<file path="src/rtl/if_pc_sequencer.sv">
// Fetch-stage PC register with prioritised redirect channels, stall buffering and optional
// misaligned-target trapping (enable with `define IF_PC_ALIGN_CHECK_EN).
module if_pc_sequencer #(
  parameter int              XLEN         = 32,
  parameter int              NUM_REDIR    = 3,
  parameter int              PC_STEP      = 4,
  parameter logic [XLEN-1:0] RESET_VECTOR = 32'h0000_0000,
  parameter logic [XLEN-1:0] TRAP_VECTOR  = 32'h0000_0100
) (
  input  logic                      clk,
  input  logic                      reset,
  input  logic                      stall,
  input  logic [NUM_REDIR-1:0]      redir_valid,
  input  logic [NUM_REDIR*XLEN-1:0] redir_target,
  output logic [XLEN-1:0]           pc,
  output logic                      pc_valid,
  output logic                      redir_pending,
  output logic                      misalign_err
);

  localparam int IDX_W = (NUM_REDIR > 1) ? $clog2(NUM_REDIR) : 1;

`ifdef IF_PC_ALIGN_CHECK_EN
  localparam logic ALIGN_CHECK = 1'b1;
`else
  localparam logic ALIGN_CHECK = 1'b0;
`endif

  typedef enum logic [1:0] {BOOT, RUN, HOLD} state_t;

  state_t           state_q, state_d;
  logic [XLEN-1:0]  pc_q, pc_d;
  logic             err_q, err_d;
  logic [XLEN-1:0]  pend_tgt_q, pend_tgt_d;
  logic [IDX_W-1:0] pend_idx_q, pend_idx_d;

  logic             win_found;
  logic [IDX_W-1:0] win_idx;
  logic [XLEN-1:0]  win_tgt;
  logic             win_beats_pend;
  logic [XLEN:0]    applied;

  // Returns {trap_flag, pc_value} for a redirect target that is about to reach the PC.
  function automatic logic [XLEN:0] apply_target(input logic [XLEN-1:0] tgt);
    if (ALIGN_CHECK && (tgt[1:0] != 2'b00)) return {1'b1, TRAP_VECTOR};
    return {1'b0, tgt};
  endfunction

  // Scan from the lowest-priority channel upwards so the lowest index wins.
  always_comb begin
    win_found = 1'b0;
    win_idx   = '0;
    win_tgt   = '0;
    for (int i = NUM_REDIR - 1; i >= 0; i--) begin
      if (redir_valid[i]) begin
        win_found = 1'b1;
        win_idx   = IDX_W'(i);
        win_tgt   = redir_target[i*XLEN +: XLEN];
      end
    end
  end

  assign win_beats_pend = win_found && (win_idx < pend_idx_q);

  always_comb begin
    state_d    = state_q;
    pc_d       = pc_q;
    err_d      = 1'b0;
    pend_tgt_d = pend_tgt_q;
    pend_idx_d = pend_idx_q;
    applied    = '0;
    unique case (state_q)
      BOOT: state_d = RUN;
      RUN: begin
        if (stall) begin
          if (win_found) begin
            pend_tgt_d = win_tgt;
            pend_idx_d = win_idx;
            state_d    = HOLD;
          end
        end else if (win_found) begin
          applied = apply_target(win_tgt);
          pc_d    = applied[XLEN-1:0];
          err_d   = applied[XLEN];
        end else begin
          pc_d = pc_q + XLEN'(PC_STEP);
        end
      end
      HOLD: begin
        if (stall) begin
          if (win_beats_pend) begin
            pend_tgt_d = win_tgt;
            pend_idx_d = win_idx;
          end
        end else begin
          applied    = apply_target(win_beats_pend ? win_tgt : pend_tgt_q);
          pc_d       = applied[XLEN-1:0];
          err_d      = applied[XLEN];
          pend_idx_d = '0;
          state_d    = RUN;
        end
      end
      default: state_d = BOOT;
    endcase
  end

  // Control and PC registers: reset overrides everything.
  always_ff @(posedge clk) begin
    if (reset) begin
      state_q <= BOOT;
      pc_q    <= RESET_VECTOR;
      err_q   <= 1'b0;
    end else begin
      state_q <= state_d;
      pc_q    <= pc_d;
      err_q   <= err_d;
    end
  end

  // Pending buffer contents are only observed in HOLD, which reset leaves.
  always_ff @(posedge clk) begin
    pend_tgt_q <= pend_tgt_d;
    pend_idx_q <= pend_idx_d;
  end

  assign pc            = pc_q;
  assign pc_valid      = (state_q != BOOT);
  assign redir_pending = (state_q == HOLD);
  assign misalign_err  = err_q;

endmodule

</file>
<file path="config.mk">
export PLATFORM = sky130hd
export DESIGN_NAME = if_pc_sequencer
export DESIGN_NICKNAME = d
export VERILOG_FILES = /design/src/rtl/if_pc_sequencer.sv
export SDC_FILE = /design/constraint.sdc
export NUM_CORES = 1
export LEC_CHECK = 0
export ABC_AREA = 1
export CAP_MARGIN = 5
export CELL_PAD_IN_SITES_DETAIL_PLACEMENT = 0
export CELL_PAD_IN_SITES_GLOBAL_PLACEMENT = 2
export CORE_MARGIN = 3
export CORE_UTILIZATION = 27
export DETAILED_ROUTE_END_ITERATION = 7
export GPL_ROUTABILITY_DRIVEN = 0
export GPL_TIMING_DRIVEN = 0
export HOLD_SLACK_MARGIN = 0.05
export PLACE_DENSITY = 0.87
export SYNTH_ARGS = -nofsm -noshare
export SYNTH_HDL_FRONTEND = slang
export SYNTH_SLANG_ARGS = --single-unit
</file>
<file path="constraint.sdc">
create_clock -name clk -period 3.2 [get_ports clk]
set_input_delay 0.8 -clock clk [delete_from_list [all_inputs] [get_ports clk]]
set_output_delay 0.8 -clock clk [all_outputs]
set_load 0.1 [all_outputs]
</file>
==> results of run 1 <==
## metal layers
layer / vias up / routed length, um / GRT usage (%)
met5: - / 0 / 0
met4: 0 / 164 / 3.829
met3: 11 / 973 / 3.648
met2: 134 / 9546 / 32.82
met1: 2726 / 9468 / 25.89
li1: 3084 / - / -
## cell usage in the layout (no fill, tap or decap), types with 3 or more instances in the layout
| master | synthesis | final |
|---|---|---|
| a21oi_1 | 44 | 44 |
| buf_1 | 6 | 6 |
| buf_2 | 15 | 15 |
| buf_4 | 4 | 4 |
| clkbuf_1 | 12 | 15 |
| clkbuf_16 | 0 | 9 |
| clkdlybuf4s50_1 | 0 | 134 |
| dfxtp_1 | 34 | 34 |
| edfxtp_1 | 34 | 34 |
| ha_1 | 4 | 4 |
| inv_1 | 100 | 99 |
| inv_2 | 5 | 6 |
| nand2_1 | 291 | 291 |
| nand2_2 | 3 | 3 |
| nand3_1 | 86 | 86 |
| nand3b_1 | 9 | 9 |
| nor2_1 | 136 | 136 |
| nor2_2 | 3 | 3 |
| nor3_1 | 6 | 6 |
| o21ai_0 | 56 | 56 |
| o21ai_1 | 13 | 13 |
## registers in the layout (all words and copies together) (netlist names)
name,flops
pend_idx_q,2
state_q,2
pend_tgt_q,32
pc,32
## tightest hold or removal path: cells and delay by family, from the launching register on
kind / cells / cell delay [ns]
compound gates: 1 / 0.07
flops: 1 / 0.31
buf+inv: 1 / 0.09
## how the worst min path moves through the flow
| stage | startpoint | end | slack [ns] | cells after the start |
|---|---|---|---|---|
| 2_1_floorplan | state_q[1] | state_q[1] | 0.48 | 2 |
| 3_3_place_gp | state_q[1] | state_q[1] | 0.51 | 2 |
| 3_5_place_dp | state_q[1] | state_q[1] | 0.51 | 2 |
| 4_1_cts | state_q[1] | state_q[1] | 0.52 | 2 |
| 5_1_grt | state_q[1] | state_q[1] | 0.55 | 2 |
| 6_report | state_q[1] | state_q[1] | 0.51 | 2 |
## synthesized netlist by cell type (5+ instances only)
cell type / instances
nor3_1: 6
inv_2: 5
buf_1: 6
o21ai_1: 13
nand3_1: 86
edfxtp_1: 34
buf_2: 15
nor2_1: 136
dfxtp_1: 34
a21oi_1: 44
nand2_1: 291
o21ai_0: 56
nand3b_1: 9
inv_1: 100
clkbuf_1: 12
## through the flow
step           worst slack (ns)  cells  utilization [%]  hold WS, ns  power, W
4_1_cts                  0.2372   1288            37.87       0.5201  0.005032
3_5_place_dp             0.1749   1272            36.47       0.5117  0.004087
6_report                 0.2679   1288            37.87       0.5117  0.004999
5_1_grt                  0.1944   1288            37.87       0.5541  0.005290
3_3_place_gp            -0.2588   1272            36.47       0.5079  0.004085
2_1_floorplan            0.4722    878                -       0.4772  0.003265
## cell type report
class                           instances  share of cell area, %
Sequential cell                        68                  23.86
Tap cell                              260                  4.562
Inverter                              105                  5.527
Clock buffer                           12                  3.316
Multi-Input combinational cell        666                  40.81
Buffer                                 39                  2.737
Timing Repair Buffer                  134                  18.81
Clock inverter                          4                 0.3685
## cells by family (layout without fill, tap and decap cells)
| logic type | count (synthesis) | in the layout | synth area share (%) |
|---|---|---|---|
| simple gates | 539 | 539 | 42.58 |
| other cells | 1 | 1 | 0.07210 |
| xor+xnor | 3 | 3 | 0.5053 |
| flops | 68 | 68 | 32.72 |
| fa+ha+maj | 4 | 4 | 0.9623 |
| buf+inv | 144 | 294 | 11.33 |
| compound gates | 119 | 119 | 11.84 |
## power by group
group          internal (W)  leakage [nW]  switching (W)  total, W
clock network      0.000525         0.127       0.000414  0.000938
registers           0.00121         0.598       0.000208   0.00142
logic              0.000718          2.40        0.00193   0.00264
==> key figures, run 1 <==
Routing
  • Final routed DRC violation total: 0
  • Drt first-iter violations: 437
  • Via density: 4.623
  • DRT Wirelength: 20,150 um
  • DRT Pass-1 Iters: 5
  • WL per Instance: 15.65 um
  • Antenna viol nets, final: 0
  • Via count: 5,955

Flow run
  • Max-Cap Viols: 0

Critical path
  • CP Launch Type: flip-flop
  • Most frequent CP cell: inv_1
  • CP arrival: 2.13 ns
  • Reg2reg end: pend_tgt_q[14]
  • Crit-path leading delay family: buffers and inverters
  • Crit Path Category: reg -> out
  • Worst Setup SP: state_q[0]
  • Worst setup EP type: output port
  • Crit path cell chain: inv_1, ha_1, inv_1, clkdlybuf4s50_1
  • Register-to-register setup slack: 0.89 ns
  • Worst r2r src: state_q[0]
  • Crit Path Max Fanout: 3
  • CP endpoint: pc_valid
  • Bufs and invs on worst path: 3
  • Max stage delay cell, worst path: clkdlybuf4s50_1
  • Stages on the worst setup path: 4
  • Worst path max stage delay: 1.13 ns
  • Worst path required time: 2.40 ns
  • FF-to-FF path depth: 7

CTS
  • Clk root buf: clkbuf_16
  • Hold-fix buffers at CTS: 0
  • TritonCTS buffer count: 9
  • CTS tree: done
  • Max clock buf depth: 2
  • # clock sinks: 68
  • Post_cts resized: 0
  • H-tree depth: 3
  • Worst-Skew Late Latency: 0.35 ns
  • Clock-pin slew on the worst setup and hold paths: 0.06 ns
  • Post-CTS setup buffers: 0

Layout
  • Fraction of layout cells with a size suffix above 1: 4.864%
  • FILL cells: 2,111
  • Final Instance Area: 0.007131 mm^2
  • Layout area overhead: 37.09%
  • Multi-input logic area: 0.002910 mm^2
  • Antenna Cells: 0
  • Flip-flop and latch area: 0.001702 mm^2
  • Net count, final: 1,129

Global routing
  • Pin count of the biggest net entering global routing: 33
  • Total gr overflow: 0
  • Vias in the first global route: 5,640
  • Tot GR Track Use: 19.37%
  • Initial antenna violation count: 0
  • First-pass GRT wire length: 30,950 um

Place
  • Number of port buffers: 134
  • Dpl cell area: 0.006868 mm^2
  • Dpl hpwl: 15,650 um

Floorplanning
  • Die H: 144.8 um
  • Core Area: 0.01883 mm^2
  • Num rows: 50
  • I/O pin cnt: 137
  • DIE AREA: 0.02097 mm^2
  • Initial Util: 27.62%
  • DIE WIDTH: 144.8 um

Timing
  • Final hold viol count: 0
  • Unrepaired setup endpoints after global routing: no
  • Crit share post-route: 91.63%
  • Clock skew: 0.006464 ns
  • Max Freq: 341.1 MHz
  • Final min period: 2.932 ns
  • Actual slew at the worst max-slew pin: 1.019 ns
  • Final setup vio count: 0
  • Slew Viols, Final: 0
  • Final setup TNS: 0 ns
  • Max-Slew Margin vs Limit: 31.88%

Yosys
  • Netlist Area Pre-Place: 0.005201 mm^2
  • Post-synth top area share: 21.00%
  • Largest cells by area after synthesis: nand2_1 21%, edfxtp_1 20%, dfxtp_1 13%
  • Area leader, netlist: nand2_1
  • Post-synth EDFFs: 34
  • Cell count after synthesis: 878
  • Share of synthesized registers carrying an async set or reset: 0%
  • Syn_nets: 984
  • #FFs+latches synth: 68
  • Synth Flop Type: edfxtp_1
  • Number of library cell types mapped by synthesis: 32
  • Mean Syn Cell Area: 5.924 um^2
  • Synth Warn #: 0
  • Post-synthesis sequential area ratio: 32.72%

Power
  • Cell Pwr Density: 701.1 mW/mm^2
  • Leakage power: 3.120 nW
  • Worst vdd rail ir drop: 0.0002953 V

Hold path
  • Hold WC Path Type: reg -> reg

Status
  • Status: complete, no violations
No activity file was read; power rests on OpenSTA's default activity.
==> inputs of run 2 (changes only) <==
Settings changed: CAP_MARGIN 5 to unset.
==> results of run 2 <==
The final DEF is identical to that of run 1; final timing and power are the same.
